--- config.mk ---
export PLATFORM = sky130hd
export DESIGN_NAME = branch_target_predictor
export DESIGN_NICKNAME = d
export VERILOG_FILES = /design/src/rtl/branch_target_predictor.sv
export SDC_FILE = /design/constraint.sdc
export NUM_CORES = 1
export LEC_CHECK = 0
export CAP_MARGIN = 20
export CORE_MARGIN = 1
export CORE_UTILIZATION = 50
export DETAILED_ROUTE_END_ITERATION = 10
export HOLD_SLACK_MARGIN = 0.03
export PLACE_DENSITY = 0.71
export SETUP_SLACK_MARGIN = 0.3
export SYNTH_ARGS = -nofsm -noshare
export SYNTH_HDL_FRONTEND = slang
export SYNTH_SLANG_ARGS = --single-unit
--- constraint.sdc ---
create_clock -name clk -period 3.8 [get_ports clk]
set_input_delay 0.57 -clock clk [delete_from_list [all_inputs] [get_ports clk]]
set_output_delay 0.57 -clock clk [all_outputs]
set_load 0.01 [all_outputs]
--- src/rtl/branch_target_predictor.sv ---
// branch_target_predictor: BTB with static/bimodal/gshare direction prediction,
// misprediction flush/redirect and saturating prediction statistics.
module branch_target_predictor #(
    parameter int WORD_SIZE  = 16,
    parameter int INDEX_BITS = 4,
    parameter int CTR_BITS   = 2,
    parameter int MODE       = 1
) (
    input  logic                 clk,
    input  logic                 reset_n,
    input  logic [WORD_SIZE-1:0] pc,
    output logic [WORD_SIZE-1:0] next_pc,
    output logic                 pred_taken,
    output logic                 pred_hit,
    input  logic                 upd_valid,
    input  logic [WORD_SIZE-1:0] upd_pc,
    input  logic                 upd_is_branch,
    input  logic                 upd_taken,
    input  logic [WORD_SIZE-1:0] upd_target,
    input  logic [WORD_SIZE-1:0] upd_pred_pc,
    output logic                 flush,
    output logic [WORD_SIZE-1:0] redirect_pc,
    output logic [WORD_SIZE-1:0] pred_count,
    output logic [WORD_SIZE-1:0] mispred_count
);
    localparam int ENTRIES = 1 << INDEX_BITS;
    localparam int TAG_BITS = WORD_SIZE - INDEX_BITS;
    localparam logic [CTR_BITS-1:0] CTR_MAX = '1;
    localparam logic [CTR_BITS-1:0] CTR_WT = CTR_BITS'(1 << (CTR_BITS - 1));
    localparam logic [CTR_BITS-1:0] CTR_WNT = CTR_BITS'((1 << (CTR_BITS - 1)) - 1);

    logic [ENTRIES-1:0]    valid;
    logic [ENTRIES-1:0]    jump;
    logic [TAG_BITS-1:0]   tag [ENTRIES];
    logic [WORD_SIZE-1:0]  target [ENTRIES];
    logic [CTR_BITS-1:0]   pht [ENTRIES];
    logic [INDEX_BITS-1:0] ghr, l_idx, l_pidx, u_idx, u_pidx;
    logic                  u_hit;
    logic [WORD_SIZE-1:0]  actual;

    always_comb begin
        l_idx       = pc[INDEX_BITS-1:0];
        u_idx       = upd_pc[INDEX_BITS-1:0];
        l_pidx      = MODE == 2 ? l_idx ^ ghr : l_idx;
        u_pidx      = MODE == 2 ? u_idx ^ ghr : u_idx;
        pred_hit    = valid[l_idx] && tag[l_idx] == pc[WORD_SIZE-1:INDEX_BITS];
        u_hit       = valid[u_idx] && tag[u_idx] == upd_pc[WORD_SIZE-1:INDEX_BITS];
        pred_taken  = MODE != 0 && pred_hit && (jump[l_idx] || pht[l_pidx][CTR_BITS-1]);
        next_pc     = pred_taken ? target[l_idx] : pc + WORD_SIZE'(1);
        actual      = upd_taken ? upd_target : upd_pc + WORD_SIZE'(1);
        flush       = upd_valid && actual != upd_pred_pc;
        redirect_pc = actual;
    end

    // Entry payload needs no reset: it is only observed through a set valid bit.
    always_ff @(posedge clk) begin
        if (!reset_n && upd_valid && upd_taken) begin
            tag[u_idx]    <= upd_pc[WORD_SIZE-1:INDEX_BITS];
            target[u_idx] <= upd_target;
            jump[u_idx]   <= !upd_is_branch;
        end
    end

    always_ff @(posedge clk or posedge reset_n) begin
        if (reset_n) begin
            valid         <= '0;
            ghr           <= '0;
            pred_count    <= '0;
            mispred_count <= '0;
            for (int i = 0; i < ENTRIES; i++) pht[i] <= CTR_WNT;
        end else if (upd_valid) begin
            if (upd_taken) begin
                valid[u_idx] <= 1'b1;
                pht[u_pidx]  <= !upd_is_branch ? CTR_MAX :
                                !u_hit ? CTR_WT :
                                pht[u_pidx] == CTR_MAX ? CTR_MAX : pht[u_pidx] + CTR_BITS'(1);
            end else if (u_hit && pht[u_pidx] != '0) begin
                pht[u_pidx] <= pht[u_pidx] - CTR_BITS'(1);
            end
            if (upd_is_branch) ghr <= INDEX_BITS'({ghr, upd_taken});
            pred_count    <= pred_count + WORD_SIZE'(~&pred_count);
            mispred_count <= mispred_count + WORD_SIZE'(flush && ~&mispred_count);
        end
    end
endmodule

## After elaboration in Yosys (flattened, before gate mapping)

Memory sizes are Yosys's and may differ from the RTL's.
Cells that the tools add are included.

- Bits in registers: 96
- Memory bits (writable): 448
- Input port bits: 69
- Output and inout port bits: 67
- Word-level logic and storage cells: 90
- Memories: 2

- $add $sub $neg: 6
- Order comparisons: 6
- Eq/ne operators: 4
- Multiplexer cells: 28
- Bitwise gates (word level): 3
- Reductions and logical operators: 21

Memory list:

| name | depth | bits a word | read ports | clocked after Yosys merged registers in | wr ports | RTL line | source |
|---|---|---|---|---|---|---|---|
| target | 16 | 16 | 1 | 0 | 1 | 35 | `logic [WORD_SIZE-1:0] target [ENTRIES];` |
| tag | 16 | 12 | 2 | 0 | 1 | 34 | `logic [TAG_BITS-1:0] tag [ENTRIES];` |

Operator list:

| operator | number |
|---|---|
| $bwmux 32 | 2 |
| $mux 32 | 2 |
| $add 16x1->16 | 2 |
| $add 16x1->16 const B | 2 |
| $mux 16 | 2 |
| $reduce_and 16->1 | 2 |
| $eq 12x12->1 | 2 |
| $bmux 2 s4 | 2 |
| $bwmux 16 | 1 |
| $mux 2 | 8 |
| $ne 16x16->1 | 1 |
| $or 16x16->16 | 1 |
| $bmux 1 s4 | 3 |
| $ge 5x5->1 const B | 2 |
| $logic_and 1x1->1 | 10 |
| $lt 4x5->1 const B | 2 |
| $not 4->5 | 2 |
| $demux 2 s4 | 1 |
| $mux 1 | 6 |
| $lt 5x1->1 const B | 1 |
| $demux 1 s4 | 1 |
| $ge 4x1->1 const B | 1 |
| $logic_not 1->1 | 4 |
| $reduce_and 2->1 | 2 |
| 5 further kinds | 6 |

## Depth between registers and ports, before layout

- Depth after elaboration: 10
- Depth in mapped cells: 18
- Mapped depth without buffers: 15

## Least setup slack after synthesis

No wires, ideal clock.

- Path kind: in2reg
- From: input port reset_n
- To: register jump[11], enable pin
- Library setup time: 0.415 ns
- Data arrival time: 4.023 ns
- Data required time: 3.385 ns
- Slack: -0.638 ns
- Stages on the path: 3
- Buffers on the path: 0
- Path through: inv_1 -> nand3_1 -> nor2_1

- Cells in the longest elaborated chain, start to end: 3

RTL lines:

| what | RTL line | source |
|---|---|---|
| from (decl) | 10 | `input logic reset_n,` |
| $logic_not 1->1 (no source line) | -- |  |
| $logic_and 1x1->1 (2 in series) | 57 | `if (!reset_n && upd_valid && upd_taken) begin` |
| to (signal, indexed assignment) | 60 | `jump[u_idx] <= !upd_is_branch;` |
| to (decl) | 33 | `logic [ENTRIES-1:0] jump;` |

Every way passes these cells.
A chain may end at the register's enable or synchronous reset.

==> flow_summary.yaml <==
place:
  gp_congestion: 0.895
  dpl_cell_area_sq_um: 28600
  place_ws_ps: -1010
  hpwl_mm: 46.6
  port_buffers: 135
grt:
  grt_pass1_wl_mm: 101
  grt_max_degree: 81
  antenna_found_initial: 5
  track_usage_pct: 28.1
  gr-total-overflow: 0
  grt_pass1_vias: 15348
die:
  die-area_sq_um: 50800
  die_w_um: 225
  coreArea_sq_um: 49200
  ios: 136
  start_util_pct: 50.8
  fp.dieH_um: 225
  num_rows: 81
sta:
  setup_ws_ps: -267
  worst_pin_slew_ps: 792
  hold_viol: 0
  max_freq_mhz: 246
  relSlewSlack_pct: 47.1
  worst_clock_skew_ps: 22.1
  setup_viol: 17
  rsz0062_at_grt: "true"
  timing.final.crit_period_ps: 4070
  fin_tns_setup_ps: -3500
  hold_ws_ps: 439
  final_max_slew_viol_count: 0
  period_share_pct: 107
critical_path:
  r2r.worst_path.cells: 10
  slowest_stage: "mux4_2"
  crit_type: "reg2out"
  max_stage_delay_ps: 560
  crit_fanout: 8
  start_kind: "flip-flop"
  worstPathCellList: "mux4_2 -> mux4_2 -> xnor2_4 -> nand4_1 -> nor4_4 -> buf_4 -> buf_12 -> buf_16 -> mux2_4 -> buf_6"
  rr_endpoint: "pht[21]$_DFFE_PP0P_"
  worstPathArrival_ps: 3500
  cp_data_required_time_ps: 3230
  reg2reg_from: "tag[10][6]$_DFFE_PP_"
  r2r_slack_ps: 680
  cpMostUsedCell: "mux4_2"
  endpoint_kind: "primary output"
detailed_routing:
  drc: 0
  first_pass_iters: 5
  first_iter_violations: 1757
  vias: 15435
  antenna_left: 0
  vias_per_cell: 6.20
  wire_per_inst_um: 28.3
  wl_mm: 70.6
clock_network:
  root_buffer: "clkbuf_16"
  cts_made_buffers: 54
  clk-insertion-delay-late_ps: 640
  path_clk_slew_ps: 60
  cts_tree: "yes"
  clockBufferDepth: 3
  cts-hold-fix-buffers: 0
  h-tree-depth: 2
  clock-sinks: 544
min_path:
  min_path_cells: 2
  hold_end: "tag[5][5]$_DFFE_PP_"
  hold_start: "upd_pc[9]"
  hp-class: "in2reg"
synth:
  synth_seq_cells: 544
  post_synth_num_cell_types: 57
  synth-edff-count: 464
  synth_nets: 1523
  netlist_area_sq_um: 25000
  synth_flop_cell: "edfxtp_1"
  synth-warning-count: 0
  seq_area_frac_synth_pct: 63.9
  async_flop_share_pct: 14.7
  syn_inst: 1442
  synth.avg_cell_area_sq_um: 17.3
flow_run:
  cap_violations: 0
cells_and_area:
  finalInstanceArea_sq_um: 31000
  fin_nets: 1859
  drive_gt1_share_pct: 37.3
  area.growth.synth_to_final_pct: 24.2
outcome:
  violations: "negative setup slack"
  run_status: "finished, violations left"
pwr:
  powerDensity_nw_per_um2: 452
  power.total_mw: 14.0
  leakage_nw: 10.8
  peakVddDrop_mv: 0.342
[stage by stage]
step	util [%]	cells
after global routing	63.1	2489
after CTS	62.4	2468
final	63.1	2490
after detailed placement	58.2	2356
after floorplan	-	1442
after global placement	58.2	2356
[critical path, delay by kind of cell, from the launching register on]
kind	cells	cell delay, ps
multiplexers	3	1340
AND/OR/NAND/NOR	2	360
buffers and inverters	4	550
flip-flops	1	400
XOR/XNOR	1	230
[layout by cell type, fill, tap and decap left out, types with 18 or more instances in the layout]
cell             synthesis  routed
xor2_1                  26      20
xnor2_1                 67      65
buf_4                   10     193
dfrtp_1                 64      64
a21oi_1                 26      23
inv_1                   20      18
nand4_1                 25      25
clkdlybuf4s50_1          0      94
mux4_2                 164     165
mux2_2                  55      49
buf_6                    5      28
mux2i_1                 74      74
edfxtp_1               464     464
nor2_1                  49      40
clkbuf_16                0      55
nand2_1                 51      50
nand3_1                 34      31
buf_12                   1      27
[power breakdown]
group / internal, mW / switching (mW) / leakage (nW)
Sequential: 6.75 / 0.231 / 5.13
Combinational: 0.998 / 0.923 / 4.88
Clock: 2.78 / 2.33 / 0.817
[sequential cells by signal (all words and copies together) (netlist names)]
register / cells
tag: 192
valid: 16
pred_count: 16
jump: 16
target: 256
pht: 32
mispred_count: 16
[logic make-up after synthesis]
| group | synth area share [%] |
|---|---|
| adders and majority gates | 0.601 |
| muxes | 21.3 |
| buffers and inverters | 2.09 |
| AOI/OAI and AO/OA | 3.91 |
| DFF | 63.9 |
| xor gates and xnor gates | 3.33 |
| and+or+nand+nor | 4.87 |
[worst max-delay path by stage]
| stage | startpoint | to |
|---|---|---|
| 6_report | tag[8][6]$_DFFE_PP_ | next_pc[14] |
| 3_3_place_gp | upd_pc[4] | flush |
| 2_1_floorplan | pc[0] | next_pc[10] |
| 3_5_place_dp | upd_pc[4] | flush |
| 5_1_grt | tag[5][1]$_DFFE_PP_ | next_pc[14] |
| 4_1_cts | tag[15][10]$_DFFE_PP_ | next_pc[10] |
[final cells by class]
cell class,instances,area (sq um)
fill,3474,18100
sequential,544,16000
multi-input combinational,791,8930
timing repair buffer,366,3530
clock buffer,63,1390
tap,664,831
clock inverter,39,307
inverter,21,82.6
antenna,2,5.00
[repair_timing]
item,CTS,global route
gates resized for setup,155,59
setup endpoints to repair,43,39
hold endpoints to repair,0,0
cloned,1,0
pin swaps,19,28
setup buffers,9,19
[synth_stat cells, types with 4 or more instances]
master	count	area [sq um]
inv_1	20	75.1
ha_1	12	150
edfxtp_1	464	13900
nor2b_1	14	87.6
o21bai_1	14	105
a22oi_1	16	120
mux2_2	55	619
xnor2_1	67	587
nor2_1	49	184
buf_4	10	75.1
nor3_1	12	60.1
o21ai_0	20	100
buf_6	5	56.3
a21o_1	5	37.5
buf_1	16	60.1
xor2_1	26	228
a211oi_1	10	75.1
and4_1	7	61.3
and3_1	4	25.0
nand2_1	51	191
or3_1	6	37.5
mux4_1	5	131
dfrtp_1	64	1600
a21oi_2	10	87.6
nand3_1	34	170
a21oi_1	26	130
nor4_1	6	37.5
o31ai_1	4	30.0
mux2_4	9	135
mux4_2	164	3690
mux2i_1	74	741
buf_2	23	115
a31oi_1	7	43.8
clkbuf_1	31	116
a22o_1	4	35.0
nand2b_1	4	25.0
and2_1	20	125
a221oi_1	7	61.3
dfstp_2	16	420
nand4_1	25	156
[metal layers]
layer	track usage [%]	wire [um]	up-vias
met5	0	36	-
met4	12.6	2740	6
met3	6.38	6710	165
met2	44.7	34200	834
met1	37.2	26900	7958
li1	-	-	6472
No activity file was read; power rests on OpenSTA's default activity.
